## config.mk

```make
export PLATFORM = sky130hd
export DESIGN_NAME = if_stage
export DESIGN_NICKNAME = d
export VERILOG_FILES = /design/src/rtl/if_stage_pkg.sv /design/src/rtl/if_stage_npc_calc.sv /design/src/rtl/if_stage.sv
export SDC_FILE = /design/constraint.sdc
export NUM_CORES = 1
export LEC_CHECK = 0
export CAP_MARGIN = 0
export CORE_ASPECT_RATIO = 0.8
export CORE_MARGIN = 2
export CORE_UTILIZATION = 44
export CTS_BUF_LIST = sky130_fd_sc_hd__clkbuf_4 sky130_fd_sc_hd__clkbuf_8
export CTS_CLUSTER_SIZE = 24
export DETAILED_ROUTE_END_ITERATION = 6
export PLACE_DENSITY = 0.77
export SKIP_LAST_GASP = 1
export SLEW_MARGIN = 20
export SYNTH_ARGS = -nofsm -noshare
export SYNTH_HDL_FRONTEND = slang
export SYNTH_SLANG_ARGS = --single-unit
```

## constraint.sdc

```tcl
create_clock -name clk -period 6.2 [get_ports clk]
set_input_delay 1.24 -clock clk [delete_from_list [all_inputs] [get_ports clk]]
set_output_delay 1.24 -clock clk [all_outputs]
set_load 0.005 [all_outputs]
```

## src/rtl/if_stage_pkg.sv

```systemverilog
// ============================================================================
// if_stage_pkg
// ----------------------------------------------------------------------------
// Definitions shared by the instruction-fetch stage and the decode-side
// controller that drives it:
//   - npc_sel_e    : 2-bit next-PC select codes (SEQ / BRANCH / JUMP / JR)
//   - NOP_INSTR    : encoding injected into IF/ID when a fetch is squashed
//   - RESET_PC_DEF : default PC after reset (word 0 of instruction memory)
//   - branch_offset: sign-extended, word-scaled branch displacement
// ============================================================================
package if_stage_pkg;

    typedef enum logic [1:0] {
        NPC_SEQ = 2'b00,
        NPC_BR  = 2'b01,
        NPC_J   = 2'b10,
        NPC_JR  = 2'b11
    } npc_sel_e;

    localparam logic [31:0] NOP_INSTR    = 32'h0000_0000;
    localparam logic [31:0] RESET_PC_DEF = 32'h0000_3000;

    // Branch displacement: imm16 sign-extended and shifted left by two.
    function automatic logic [31:0] branch_offset(input logic [15:0] imm);
        return {{14{imm[15]}}, imm, 2'b00};
    endfunction

endpackage

```

## src/rtl/if_stage_npc_calc.sv

```systemverilog
// ============================================================================
// npc_calc
// ----------------------------------------------------------------------------
// Purely combinational next-PC target mux.
// Ports:
//   pc          in  32  current fetch PC
//   if_id_pc4   in  32  PC+4 of the instruction currently in ID
//   npc_sel     in  2   effective select (already forced to SEQ by caller
//                       when a redirect is not allowed)
//   imm16       in  16  branch offset field
//   instr_index in  26  jump target field
//   rs_data     in  32  register value for JR
//   npc         out 32  selected next PC
// ============================================================================
module npc_calc
    import if_stage_pkg::*;
(
    input  logic [31:0] pc,
    input  logic [31:0] if_id_pc4,
    input  logic [1:0]  npc_sel,
    input  logic [15:0] imm16,
    input  logic [25:0] instr_index,
    input  logic [31:0] rs_data,
    output logic [31:0] npc
);

    logic [31:0] seq_tgt_s;
    logic [31:0] br_tgt_s;
    logic [31:0] j_tgt_s;
    logic [31:0] jr_tgt_s;

    assign seq_tgt_s = pc + 32'd4;
    // Branch target is relative to the delay-slot address (PC+4 of the branch).
    assign br_tgt_s  = if_id_pc4 + branch_offset(imm16);
    // Jump stays within the 256 MB region of the delay-slot address.
    assign j_tgt_s   = {if_id_pc4[31:28], instr_index, 2'b00};
    // JR forces word alignment; misaligned low bits are dropped silently.
    assign jr_tgt_s  = rs_data & 32'hFFFF_FFFC;

    // Target selection.
    always_comb begin
        npc = seq_tgt_s;
        case (npc_sel)
            NPC_SEQ: npc = seq_tgt_s;
            NPC_BR:  npc = br_tgt_s;
            NPC_J:   npc = j_tgt_s;
            NPC_JR:  npc = jr_tgt_s;
            default: npc = seq_tgt_s;
        endcase
    end

endmodule

```

## src/rtl/if_stage.sv

```systemverilog
// ============================================================================
// if_stage
// ----------------------------------------------------------------------------
// MIPS instruction-fetch stage. Owns the PC, addresses the asynchronous-read
// instruction memory and captures the returned word into the IF/ID register.
// Next PC comes from npc_calc; stall has priority over redirect, and a bubble
// in ID can never redirect.
//
// Configuration macro: IF_DELAY_SLOT_EN
//   undefined : the word fetched in a redirect cycle is squashed (NOP, valid 0)
//   defined   : architectural branch delay slot, that word is kept (valid 1)
//
// Parameters:
//   RESET_PC  PC loaded on reset
//   IM_AW     instruction-memory word-address width
// Ports:
//   clk          in  1      rising-edge clock
//   rst          in  1      asynchronous active-high reset
//   stall        in  1      hold PC and IF/ID
//   npc_sel      in  2      SEQ / BRANCH / JUMP / JR
//   imm16        in  16     branch offset of the instruction in ID
//   instr_index  in  26     jump target field of the instruction in ID
//   rs_data      in  32     register value for JR
//   imem_addr    out IM_AW  word address = pc[IM_AW+1:2]
//   imem_dout    in  32     instruction from memory (same cycle)
//   pc           out 32     current fetch PC
//   if_id_instr  out 32     latched instruction
//   if_id_pc4    out 32     latched PC+4 of that instruction
//   if_id_valid  out 1      latched instruction is real (0 = bubble)
// ============================================================================
module if_stage
    import if_stage_pkg::*;
#(
    parameter logic [31:0] RESET_PC = RESET_PC_DEF,
    parameter int          IM_AW    = 10
) (
    input  logic             clk,
    input  logic             rst,
    input  logic             stall,
    input  logic [1:0]       npc_sel,
    input  logic [15:0]      imm16,
    input  logic [25:0]      instr_index,
    input  logic [31:0]      rs_data,
    output logic [IM_AW-1:0] imem_addr,
    input  logic [31:0]      imem_dout,
    output logic [31:0]      pc,
    output logic [31:0]      if_id_instr,
    output logic [31:0]      if_id_pc4,
    output logic             if_id_valid
);

    logic [31:0] pc_r;
    logic [31:0] if_id_instr_r;
    logic [31:0] if_id_pc4_r;
    logic        if_id_valid_r;

    logic        redirect_s;
    logic [1:0]  eff_sel_s;
    logic [31:0] npc_s;
    logic [31:0] pc_plus4_s;
    logic [31:0] instr_nxt_s;
    logic        valid_nxt_s;

    assign pc_plus4_s = pc_r + 32'd4;

    // Memory sees only the word offset; higher PC bits alias silently.
    assign imem_addr   = pc_r[IM_AW+1:2];
    assign pc          = pc_r;
    assign if_id_instr = if_id_instr_r;
    assign if_id_pc4   = if_id_pc4_r;
    assign if_id_valid = if_id_valid_r;

    // Redirect qualification: a bubble in ID cannot steer the PC.
    always_comb begin
        redirect_s = 1'b0;
        eff_sel_s  = NPC_SEQ;
        if ((npc_sel != NPC_SEQ) && if_id_valid_r) begin
            redirect_s = 1'b1;
            eff_sel_s  = npc_sel;
        end else begin
            redirect_s = 1'b0;
            eff_sel_s  = NPC_SEQ;
        end
    end

    npc_calc u_npc_calc (
        .pc          (pc_r),
        .if_id_pc4   (if_id_pc4_r),
        .npc_sel     (eff_sel_s),
        .imm16       (imm16),
        .instr_index (instr_index),
        .rs_data     (rs_data),
        .npc         (npc_s)
    );

    // IF/ID next value: keep or squash the word fetched this cycle.
    always_comb begin
        instr_nxt_s = imem_dout;
        valid_nxt_s = 1'b1;
`ifdef IF_DELAY_SLOT_EN
        // Delay slot: the fetched word always executes, even on redirect.
        if (redirect_s) begin
            instr_nxt_s = imem_dout;
            valid_nxt_s = 1'b1;
        end else begin
            instr_nxt_s = imem_dout;
            valid_nxt_s = 1'b1;
        end
`else
        // The word fetched alongside a redirect is wrong-path.
        if (redirect_s) begin
            instr_nxt_s = NOP_INSTR;
            valid_nxt_s = 1'b0;
        end else begin
            instr_nxt_s = imem_dout;
            valid_nxt_s = 1'b1;
        end
`endif
    end

    // PC and IF/ID registers; stall freezes everything.
    always_ff @(posedge clk or posedge rst) begin
        if (rst) begin
            pc_r          <= RESET_PC;
            if_id_instr_r <= NOP_INSTR;
            if_id_pc4_r   <= 32'h0000_0000;
            if_id_valid_r <= 1'b0;
        end else if (!stall) begin
            pc_r          <= npc_s;
            if_id_instr_r <= instr_nxt_s;
            if_id_pc4_r   <= pc_plus4_s;
            if_id_valid_r <= valid_nxt_s;
        end else begin
            pc_r          <= pc_r;
            if_id_instr_r <= if_id_instr_r;
            if_id_pc4_r   <= if_id_pc4_r;
            if_id_valid_r <= if_id_valid_r;
        end
    end

endmodule

```

; Yosys cells after proc, flatten, opt, wreduce, memory -nomap -nowiden
; Cells that the tools add are included.
[word_totals]
in_bits = 111
wordCells = 17
reg_bits = 97
[op_classes]
eq_ne = 3
n_addsub = 2
n_mux = 5
reduce_logical = 3
[ops]
columns = op, count
row1 = $pmux 32 s4, 1
row2 = $add 32x3->32 const B, 1
row3 = $add 32x32->32, 1
row4 = $mux 32, 1
row5 = $eq 2x2->1 const B, 2
row6 = $eq 2x1->1 const B, 1
row7 = $logic_not 2->1, 1
row8 = $mux 1, 2
row9 = $mux 2, 1
row10 = $reduce_bool 2->1, 1
row11 = $logic_and 1x1->1, 1

; Longest topological paths before layout
[depth]
depth_word = 5
ltp_mapped = 10

; Cells and area by module
; From an unflattened synthesis, not the netlist that was laid out.
[hier_totals]
cells_unflattened = 745
area_unflattened_um2 = 7215.7
[modules_own_cells]
columns = module, cells_each, seq_area_each_um2, instances, area_per_inst_um2
row1 = if_stage, 364, 2429.8, 1, 4236.6
row2 = npc_calc, 381, 0.0, 1, 2979.1

; Worst setup path before layout
; No wires, ideal clock.
[synth_timing]
kind = input-to-reg
startpoint = input imm16[0]
endpoint = register pc_r[24], in the netlist pc[24]
t_arrival_ps = 3430
required_ps = 6131
n_path_buf = 0
setup_time_ps = 69
cell_stages = 10
slack_ps = 2700
cell_sequence = ha_1 > fa_1 > a211oi_1 > o21bai_1 > o21ai_1 > o31ai_1 > a31oi_1 > o21ai_1 > or3_1 > nand3b_1
[synth_via]
elab_chain_cells = 2
[synth_lines]
columns = item, line_no
row1 = from (decl), if_stage.sv:41  ; input logic [15:0] imm16,
row2 = $add 32x32->32, if_stage_npc_calc.sv:34  ; assign br_tgt_s = if_id_pc4 + branch_offset(imm16);
row3 = $pmux 32 s4, if_stage_npc_calc.sv:43  ; case (npc_sel)
row4 = to (signal assigned), if_stage.sv:129  ; pc_r <= npc_s;
row5 = to (signal assigned), if_stage.sv:134  ; pc_r <= pc_r;
row6 = to (decl), if_stage.sv:52  ; logic [31:0] pc_r;
; Every way passes these cells.
; A chain may end at the register's enable or synchronous reset.

; Worst setup path in the final report
[layout_timing]
startpoint = input imm16[15]
endpoint = register pc_r[31], in the netlist pc[31]
; The elaborated chain is that of the path after synthesis.

==> flow_summary.ini <==
[floorplan]
dieArea_um2 = 16500
design.core.area_um2 = 15060
fp.dieW_um = 143.1
io_pins = 218
start_util_pct = 45.22
die_h_um = 115.3
rows = 40

[critical_path]
cp.arrival_ns = 4.52
critPathSlowestCell = clkdlybuf4s50_1
critPathMaxStageDelay_ns = 0.79
startpoint = imm16[15]
cpMostUsedCell = a211o_1
worstSetupPathType = input port to register
cpLargestDelayFamily = compound AO/OA/AOI/OAI gates
start_kind = input port
crit_buf_inv = 1
crit_chain = clkdlybuf4s50_1 > ha_1 > and3_1 > and2_1 > a32oi_1 > a31oi_2 > o2111ai_1 > a211o_1 > nand4b_1 > a211o_1
critPathMaxFanout = 15
crit_required_ns = 6.47
end_kind = register
r2r_start = if_id_pc4[2]$_DFFE_PP0N_

[clocking]
clkTransAtPathRegs_ns = 0.11
htree_levels = 3
cts_resized = 0
cts_inserted_buffers = 9
clock_path_buffers = 2
postCtsHoldBufs = 0
cts_setup_buffers = 0
root_buffer = clkbuf_8
cts.sinks = 97
cts_tree = built
insertion_delay_ns = 0.39

[timing]
finalHoldViolCount = 0
clock_skew_ns = 0.01080
slew_headroom_pct = 33.89
worst_slew_pin_slew_ns = 0.9917
fin_crit_sh_pct = 68.52
setup_viol = 0
min_period_ns = 4.248
fmax_mhz = 235.4
fin_setup_tns_ns = 0
slew_violations = 0
rsz0062_at_grt = no

[global_route]
grt_max_degree = 113
grt_pass1_vias = 6434
grt_util_all_layers_pct = 25.64
antenna_found_initial = 0
overflow = 0
grt_first_pass_wirelength_mm = 33.51

[synthesis]
synth_edf_count = 0
synth-seq-cells = 97
avgSynthCellArea_um2 = 8.120
synthTopCellsByCount = nand2_1, o21ai_0, dfrtp_1
ys_seq_area_share_pct = 35.67
synth_nets = 981
syn-cell-area_um2 = 6813
yosys_warnings = 0
ys.flop_type = dfrtp_1
yosys.area.top_type_share_pct = 34.89
ys_top_cells_by_area = dfrtp_1, nand2_1, o21ai_0, ha_1, a21oi_1
yosys.cell_count.top_type = nand2_1
synth_cell_types = 71
synthCells = 839
yosys.area.top_type = dfrtp_1
synth-async-reset-ratio_pct = 100.0

[cells_and_area]
nNetsFinal = 1148
layout-drive-gt1-share_pct = 5.242
areaGrowthSynthToFinish_pct = 35.06
final_area_um2 = 9201
antenna_cells = 0
post-route-util_pct = 61.08

[placed_design]
place_area_um2 = 8980
place.port_buffers = 215
routabilityCongestion = 0.8990
dp_hpwl_mm = 15.44

[status]
outcome = completed

[drt]
routed_wirelength_mm = 21.18
ant_nets = 0
routed_via_density = 5.590
drtPass1Iterations = 5
drc_errors = 0
wl_per_cell_um = 17.35
via_count = 6825
drtIter0Drc = 519

[hold_path]
hold_path.class = register to register
hold_path.startpoint = if_id_instr[18]$_DFFE_PP0N_

[flow_run]
drv_cap = 0

[power]
leakagePower_nw = 3.825
power.total_mw = 2.871
powerDensity_nw_per_um2 = 312.1
irDropWorstVdd_mv = 0.1594
-- metal layers --
layer,track usage (%),part of all wire [%],vias to the layer above
met3,9.329,12,27
met2,40.03,43,297
li1,-,-,3325
met1,34.37,44,3176
met4,5.479,1.0,0
met5,0,0,-
-- worst reg2reg max path: cells and delay by family (launching register included) --
| kind | cells | cell delay (ns) |
|---|---|---|
| compound gates | 6 | 1.66 |
| fa+ha+maj | 2 | 0.66 |
| simple gates | 2 | 0.48 |
| flops | 1 | 0.42 |
-- where the power goes --
part | internal, mW | total [mW] | leakage (nW) | switching, mW
Clock | 0.199 | 0.467 | 0.110 | 0.269
Combinational | 0.745 | 1.39 | 2.52 | 0.644
Sequential | 0.785 | 1.02 | 1.19 | 0.231
-- through the flow --
stage               setup slack (ns)  hold slack (ns)  cells
floorplan                      2.430           0.4733    839
global placement               1.675           0.4635   1205
detailed placement             1.612           0.4722   1205
CTS                            2.021           0.4991   1221
global route                   1.763           0.5186   1221
finish                         1.952           0.4924   1221
-- cells in the final DEF, fill, tap and decap left out, drive strengths merged, types with 5 or more instances in the layout --
| cell type | netlist | layout |
|---|---|---|
| and4 | 5 | 5 |
| dfrtp | 95 | 95 |
| clkbuf | 37 | 9 |
| ha | 30 | 30 |
| nand3 | 18 | 18 |
| a21oi | 56 | 56 |
| mux2i | 15 | 15 |
| nor3 | 9 | 9 |
| nand2 | 162 | 162 |
| buf | 28 | 8 |
| nand2b | 6 | 6 |
| o21ai | 118 | 118 |
| a31oi | 10 | 10 |
| and2 | 6 | 6 |
| o22ai | 9 | 9 |
| nor2 | 54 | 54 |
| inv | 11 | 14 |
| a21o | 15 | 15 |
| xnor2 | 25 | 25 |
| mux2 | 6 | 6 |
| clkdlybuf4s50 | 0 | 213 |
| and3 | 9 | 9 |
| o21bai | 9 | 9 |
| xor2 | 23 | 23 |
| nand4 | 8 | 8 |
| or3 | 5 | 5 |
-- cells by family after synthesis --
logic type / share of synthesized area (%)
AO/OA/AOI/OAI: 23.76
flip-flops: 35.67
XOR/XNOR: 6.171
adder cells (fa/ha/maj): 5.804
multiplexers: 3.195
buffers and inverters: 5.032
AND/OR/NAND/NOR: 20.37
-- flip-flops by register name (all words and copies together) (netlist names) --
name,count
if_id_instr,32
if_id_pc4,32
pc,32
if_id_valid,1
-- final timing paths --
kind | end | slack (ns) | cells past startpoint
min in group asynchronous | if_id_instr[21]$_DFFE_PP0N_ | 1.24 | 2
max in group asynchronous | pc[23]$_DFFE_PP0N_ | 3.83 | 3
worst min-delay path | if_id_instr[18]$_DFFE_PP0N_ | 0.49 | 2
worst max-delay path | pc[31]$_DFFE_PP0N_ | 1.95 | 10
worst min register to register | if_id_instr[18]$_DFFE_PP0N_ | 0.49 | 2
worst max register to register | pc[24]$_DFFE_PP0N_ | 2.90 | 10
-- final cells by class --
type,instances,area (um^2)
inverters,11,43.79
fillers,1347,5863
multi-input cells,666,4054
well taps,210,262.8
flip-flops and latches,97,2430
clock inverters,7,97.59
clock buffers,9,123.9
repair buffers,221,2190
No activity file was read; power rests on OpenSTA's default activity.
